$ cat src/rtl/float_comp_pkg.sv
// Shared widths, exponent bias and one-hot compare encodings for float_comp.
// The bias only sets the value scale; ordering is bias-independent.
package float_comp_pkg;

  localparam int EXP_W_DEF  = 4;
  localparam int FRAC_W_DEF = 11;
  localparam int BIAS_DEF   = 7;

  localparam logic [2:0] AOPB_GT   = 3'b100;
  localparam logic [2:0] AOPB_EQ   = 3'b010;
  localparam logic [2:0] AOPB_LT   = 3'b001;
  localparam logic [2:0] AOPB_NONE = 3'b000;

  // Unsigned magnitude ordering as a one-hot result.
  function automatic logic [2:0] mag_order(input logic gt, input logic eq);
    if (eq)      mag_order = AOPB_EQ;
    else if (gt) mag_order = AOPB_GT;
    else         mag_order = AOPB_LT;
  endfunction

endpackage

$ cat src/rtl/float_comp_core.sv
// Combinational sign/magnitude compare of two small floats with no inf/NaN.
// Magnitude {exp,frac} is monotonic in value, so subnormal-looking codes need no special case.
module float_comp_core
  import float_comp_pkg::*;
#(
  parameter int EXP_W  = EXP_W_DEF,
  parameter int FRAC_W = FRAC_W_DEF
) (
  input  logic [EXP_W+FRAC_W:0] a,
  input  logic [EXP_W+FRAC_W:0] b,
  output logic [2:0]            aopb
);

  localparam int MAG_W = EXP_W + FRAC_W;

  logic             sign_a;
  logic             sign_b;
  logic [MAG_W-1:0] mag_a;
  logic [MAG_W-1:0] mag_b;
  logic             mag_gt;
  logic             mag_eq;
  logic             both_zero;

  assign sign_a    = a[MAG_W];
  assign sign_b    = b[MAG_W];
  assign mag_a     = a[MAG_W-1:0];
  assign mag_b     = b[MAG_W-1:0];
  assign mag_gt    = mag_a > mag_b;
  assign mag_eq    = mag_a == mag_b;
  assign both_zero = (mag_a == '0) && (mag_b == '0);

  // Zeroes of either sign are equal; for two negatives the larger magnitude is smaller.
  always_comb begin
    aopb = AOPB_NONE;
    if (both_zero) begin
      aopb = AOPB_EQ;
    end else if (sign_a != sign_b) begin
      aopb = sign_a ? AOPB_LT : AOPB_GT;
    end else if (!sign_a) begin
      aopb = mag_order(mag_gt, mag_eq);
    end else begin
      aopb = mag_order(!mag_gt && !mag_eq, mag_eq);
    end
  end

endmodule

$ cat src/rtl/float_comp.sv
// Registered float comparator: one result per cycle, one cycle after sampling a and b.
// Synchronous reset clears the output to "no result".
module float_comp
  import float_comp_pkg::*;
#(
  parameter int EXP_W  = EXP_W_DEF,
  parameter int FRAC_W = FRAC_W_DEF,
  parameter int BIAS   = BIAS_DEF
) (
  input  logic                  clk,
  input  logic                  rst,
  input  logic [EXP_W+FRAC_W:0] a,
  input  logic [EXP_W+FRAC_W:0] b,
  output logic [2:0]            aopb
);

  logic [2:0] cmp;

  float_comp_core #(
    .EXP_W  (EXP_W),
    .FRAC_W (FRAC_W)
  ) u_core (
    .a    (a),
    .b    (b),
    .aopb (cmp)
  );

  always_ff @(posedge clk) begin
    if (rst) aopb <= AOPB_NONE;
    else     aopb <= cmp;
  end

endmodule

$ cat config.mk
export PLATFORM = sky130hd
export DESIGN_NAME = float_comp
export DESIGN_NICKNAME = d
export VERILOG_FILES = /design/src/rtl/float_comp_pkg.sv /design/src/rtl/float_comp_core.sv /design/src/rtl/float_comp.sv
export SDC_FILE = /design/constraint.sdc
export NUM_CORES = 1
export LEC_CHECK = 0
export CAP_MARGIN = 20
export CORE_AREA = 10 10 47 49
export DETAILED_ROUTE_END_ITERATION = 12
export DIE_AREA = 0 0 57 59
export DONT_BUFFER_PORTS = 1
export HOLD_SLACK_MARGIN = 0.06
export MAX_ROUTING_LAYER = met4
export PLACE_DENSITY_LB_ADDON = 0.05
export RECOVER_POWER = 50
export SLEW_MARGIN = 40
export SYNTH_ARGS = -nofsm -noshare
export SYNTH_HDL_FRONTEND = slang
export SYNTH_SLANG_ARGS = --single-unit
$ cat constraint.sdc
create_clock -name clk -period 5.01 [get_ports clk]
set_clock_uncertainty 0.05 [all_clocks]
set_input_delay 1.002 -clock clk [delete_from_list [all_inputs] [get_ports clk]]
set_output_delay 1.002 -clock clk [all_outputs]
set_load 0.005 [all_outputs]
==> results of run 1 <==
-- logic make-up after synthesis --
| logic type | count (synthesis) |
|---|---|
| AO/OA/AOI/OAI | 15 |
| buffers and inverters | 16 |
| flip-flops | 3 |
| adder cells (fa/ha/maj) | 15 |
| AND/OR/NAND/NOR | 30 |
-- power by group through the flow --
stage               clock network [mW]  registers (mW)  logic, mW
floorplan                            0          0.0266     0.0310
global placement                     0          0.0268     0.0371
detailed placement                   0          0.0269     0.0374
CTS                             0.0424          0.0265     0.0377
global route                    0.0455          0.0267     0.0434
finish                          0.0405          0.0264     0.0372
-- final timing paths --
path | start | end | slack [ns] | cells past startpoint
setup / recovery | b[10] | aopb[2] | 2.82 | 6
hold / removal | rst | aopb[1] | 0.79 | 1
-- layout by cell type, fill, tap and decap left out, types with 2 or more instances in the layout --
cell type	Yosys	layout
a21oi_1	4	4
nand2_1	3	3
a31oi_1	3	3
ha_1	15	15
inv_1	16	16
clkbuf_4	0	3
nor2_1	5	5
nand4_1	4	4
nor4_1	7	7
nand3_1	3	3
a211o_1	2	2
dfxtp_1	3	3
-- through the flow --
stage | worst slack [ns] | instance area [sq um] | total power, mW
6_report | 2.82 | 652 | 0.104
5_1_grt | 2.73 | 652 | 0.116
4_1_cts | 2.82 | 652 | 0.107
3_5_place_dp | 2.59 | 626 | 0.0643
3_3_place_gp | 2.59 | 626 | 0.0639
2_1_floorplan | 2.74 | 606 | 0.0576
-- routing by layer --
metal | vias up | track usage [%]
met1 | 257 | 10.2
li1 | 302 | -
met3 | 0 | 4.51
met2 | 26 | 16.9
met4 | 0 | 3.02
met5 | - | -
-- cells in the mapped netlist --
library cell / number
o31ai_2: 1
nand2_1: 3
a31oi_1: 3
nor2_1: 5
a21oi_1: 4
a221oi_2: 1
o21ai_1: 1
or2_2: 1
dfxtp_1: 3
ha_1: 15
nand3b_1: 1
nand4b_1: 1
and4_1: 1
nand2b_1: 1
nor4_1: 7
a211o_1: 2
inv_1: 16
a21oi_2: 1
nand4_2: 1
o21ai_0: 1
nand4_1: 4
nor2_2: 1
a211oi_2: 1
nand3_1: 3
nor4_2: 1
-- layout make-up --
type                    count  area [sq um]  area share (%)
well taps                  16          20.0            3.07
flip-flops and latches      3          60.1            9.21
clock buffers               4          26.3            4.03
inverters                  16          60.1            9.21
multi-input cells          60           485            74.5
==> impl_metrics.tcl, run 1 <==
set metrics [dict create \
    p_switching_mw 0.0315 \
    syn_nets 128 \
    p_comb_share_pct 35.7 \
    drv_slew 0 \
    drc 0 \
    synth-simple-area-share_pct 30.2 \
    worstMarginPinSlew_ns 0.433 \
    wl_per_cell_um 16.5 \
    drt_pass1_iterations 4 \
    yosys-top-cells-area "ha_1 31%, dfxtp_1 9.9%, inv_1 9.9%, nor4_1 7.2%, nand4_1 4.1%" \
    yosys.area_share.xor_xnor_pct 0 \
    synth_compound_area_share_pct 19.0 \
    setup_tns_ns 0 \
    internal_power_mw 0.0726 \
    drv_cap 0 \
    die_area_sq_um 3360 \
    yosysSeqAreaShare_pct 9.92 \
    cts_setup_buffers 0 \
    routed_wl_um 1640 \
    post-route-period-util_pct 43.7 \
    grt_pass1_wl_um 2750 \
    leakage_nw 0.314 \
    largest_register_ffs 3 \
    vias 585 \
    clock.fmax_ghz 0.457 \
    utilization_pct 46.5 \
    synth_top_area_share_pct 31.0 \
    coreArea_sq_um 1400 \
    stdcell_count 99 \
    synth_warnings 0 \
    endpoint_kind "register" \
    clock_path_buffers 2 \
    fillers 157 \
    drive_gt1_share_pct 13.3 \
    irDropWorstVdd_mv 0.0570 \
    critical_path.top_delay_family "simple AND/OR/NAND/NOR gates" \
    wl_met1_um 615 \
    via_per_inst 5.91 \
    mappedNetlistArea_sq_um 606 \
    routed.top_layer "met3" \
    arrival_ns 2.24 \
    antenna_found_initial 0 \
    ioPinCount 37 \
    p_seq_share_pct 25.4 \
    synth_area_leader_cell "ha_1" \
    hold_slack_ns 0.795 \
    clockRootBuffer "clkbuf_4" \
    wl_met2_um 761 \
    cts_tree "done" \
    synthAdderAreaFrac_pct 31.0 \
    grt_use_total_pct 10.0 \
    critical_path_required_ns 5.06 \
    grt_max_degree 6 \
    place.gp.congestion 0.720 \
    postSynthCellCount 79 \
    cp-start-kind "input port" \
    synthToLayoutAreaGrowth_pct 7.64 \
    yosysUniqueCellTypes 25 \
    grt_pass1_vias 636 \
    io_buffers 0 \
    synth_area_per_cell_sq_um 7.67 \
    setup_viol 0 \
    netSwitchingFraction_pct 30.2 \
    dp_hpwl_um 1570 \
    fin_crit_ns 2.19 \
    cts.sinks 3 \
    pwr_density_cell_nw_per_um2 160 \
    cp_slowest_cell "nor4_2" \
    drt_iter0_drc 4 \
    cts_resized 0 \
    path_clk_slew_ns 0.03 \
    start_util_pct 43.2 \
    max_slew_margin_pct 70.9 \
    rows 14 \
    synth_top_family_by_area "adder cells" \
    hold_class "in2reg" \
    largest_registers "aopb: 3 flops" \
    synth-seq-cells 3 \
    path_max_fanout 5 \
    hold_viol 0 \
    synthMuxAreaShare_pct 0 \
    cts_made_buffers 3 \
    largest_register "aopb" \
    status "complete, no violations" \
    final_nets 133 \
    rsz0062_at_grt "no" \
    wl_met3_um 261 \
    crit_chain "inv_1 > ha_1 > nand4_1 > nor4_2 > nand4b_1 > a31oi_1" \
    post-place-cells 95 \
    ant_nets 0 \
    path_buf_inv 1 \
    p_clk_share_pct 38.9 \
    htree_num_levels 1 \
    crit_path_max_incr_delay_ns 0.47 \
    antenna_cells 0 \
    overflow 0 \
    die_width_um 57 \
    die_h_um 59 \
    holdBufCountCts 0 \
    critical_path_class "in2reg" \
]
(Power assumes the default switching activity.)
==> inputs of run 2 (changes only) <==
==> constraint.sdc (replaced) <==
create_clock -name clk -period 2.2 [get_ports clk]
set_clock_uncertainty 0.05 [all_clocks]
set_input_delay 0.44 -clock clk [delete_from_list [all_inputs] [get_ports clk]]
set_output_delay 0.44 -clock clk [all_outputs]
set_load 0.005 [all_outputs]
==> results of run 2 <==
Same layout as run 1 (identical final DEF). Status: complete, no violations.
Among the figures that moved: setup slack after placement 2.59 ns -> 0.344 ns; setup slack after layout 2.82 ns -> 0.574 ns; hold slack 0.795 ns -> 0.233 ns; total power 0.104 mW -> 0.237 mW; worst IR drop on VDD 0.0570 mV -> 0.130 mV
==> inputs of run 3 (changes only) <==
==> constraint.sdc (replaced) <==
create_clock -name clk -period 1.5 [get_ports clk]
set_clock_uncertainty 0.05 [all_clocks]
set_input_delay 0.3 -clock clk [delete_from_list [all_inputs] [get_ports clk]]
set_output_delay 0.3 -clock clk [all_outputs]
set_load 0.005 [all_outputs]
==> run 3 against run 2 <==
  * Die area unchanged
  * First-iteration DRC count unchanged
  * Clock power up 61%
  * Sequential cell count unchanged
  * Sequential share of layout area down 1.3 points
  * Wire length up 9.6%
  * Power up 65%
  * Combinational power up 82%
==> impl_metrics.tcl, run 3 (synthesized netlist as in run 1, its figures left out) <==
set metrics [dict create \
    die_area_sq_um 3360 \
    largest_register "aopb" \
    coreArea_sq_um 1400 \
    status "complete, no violations" \
    final_common_cell "inv_1" \
    start_util_pct 43.2 \
    cts.sinks 3 \
    clock.fmax_ghz 0.731 \
    synthToLayoutAreaGrowth_pct 24.8 \
    largest_registers "aopb: 3 flops" \
    die_width_um 57 \
    worstMarginPinSlew_ns 0.375 \
    io_buffers 0 \
    setup_tns_ns 0 \
    arrival_ns 1.48 \
    ant_nets 0 \
    path_max_fanout 4 \
    place.gp.congestion 0.735 \
    overflow 0 \
    hold_slack_ns 0.0763 \
    post-route-period-util_pct 91.2 \
    grt_pass1_wl_um 2850 \
    post-place-cells 96 \
    max_slew_margin_pct 74.8 \
    drt_iter0_drc 4 \
    drt_pass1_iterations 4 \
    leakage_nw 0.330 \
    fin_crit_ns 1.37 \
    fillers 148 \
    vias 597 \
    drv_slew 0 \
    irDropWorstVdd_mv 0.206 \
    grt_use_total_pct 10.8 \
    critical_path_class "in2reg" \
    dp_hpwl_um 1660 \
    utilization_pct 53.9 \
    final_cell_mix "15 x inv_1, 8 x ha_1, 7 x nor4_1, 7 x ha_4, 5 x nor2_1" \
    pwr_density_cell_nw_per_um2 517 \
    rows 14 \
    regArea_sq_um 60.1 \
    hold_class "in2reg" \
    multi_input_area_sq_um 582 \
    rsz0062_at_grt "no" \
    drv_cap 0 \
    clock_path_buffers 2 \
    cts_made_buffers 3 \
    ioPinCount 37 \
    grt_max_degree 6 \
    cts_tree "done" \
    antenna_found_initial 0 \
    die_h_um 59 \
    antenna_cells 0 \
    hold_viol 0 \
    htree_num_levels 1 \
    cts_resized 0 \
    p_total_mw 0.391 \
    holdBufCountCts 0 \
    drc 0 \
    final_nets 134 \
    routed_wl_um 1800 \
    cts_setup_buffers 0 \
    wl_per_cell_um 18.0 \
    path_clk_slew_ns 0.04 \
    critical_path_required_ns 1.62 \
    setup_viol 0 \
    drive_gt1_share_pct 23.8 \
    cp-start-kind "input port" \
    grt_pass1_vias 643 \
    largest_register_ffs 3 \
    stdcell_count 100 \
    clockRootBuffer "clkbuf_4" \
    via_per_inst 5.97 \
    endpoint_kind "register" \
]
## run 3: stage by stage
stage / worst slack, ns / instance area (sq um)
after floorplan: 0.000200 / 702
after global placement: -0.105 / 729
after detailed placement: -0.119 / 729
after CTS: 0.126 / 756
after global routing: 0.0161 / 756
final: 0.132 / 756
## run 3: worst paths after layout
check                 end  slack, ns  start  cells past startpoint
setup / recovery  aopb[2]       0.13   b[8]                      7
hold / removal    aopb[1]       0.08    rst                      1
## run 3: cell type report
type	count	area share, %
multi-input combinational	60	77.0
sequential	3	7.95
inverter	16	7.95
clock buffer	4	3.48
tap	16	2.65
timing repair buffer	1	0.993
## run 3: metal layers
| metal | part of all wire [%] | vias up | track usage (%) |
|---|---|---|---|
| met1 | 37 | 259 | 10.9 |
| li1 | - | 305 | - |
| met3 | 16 | 4 | 5.79 |
| met5 | 0 | - | - |
| met2 | 46 | 29 | 16.6 |
| met4 | 1.4 | 0 | 6.04 |
## run 3: power breakdown
part           internal, mW  total [mW]  switching, mW
Clock                 0.100       0.149         0.0485
Combinational        0.0791       0.154         0.0750
Sequential           0.0856      0.0880        0.00244
Total                 0.265       0.391          0.126
## run 3: critical path: stages
cell	delay [ns]
inv_2	0.02
ha_4	0.23
a21oi_1	0.16
o21ai_1	0.10
a221oi_2	0.37
nand4b_1	0.14
a31oi_1	0.17
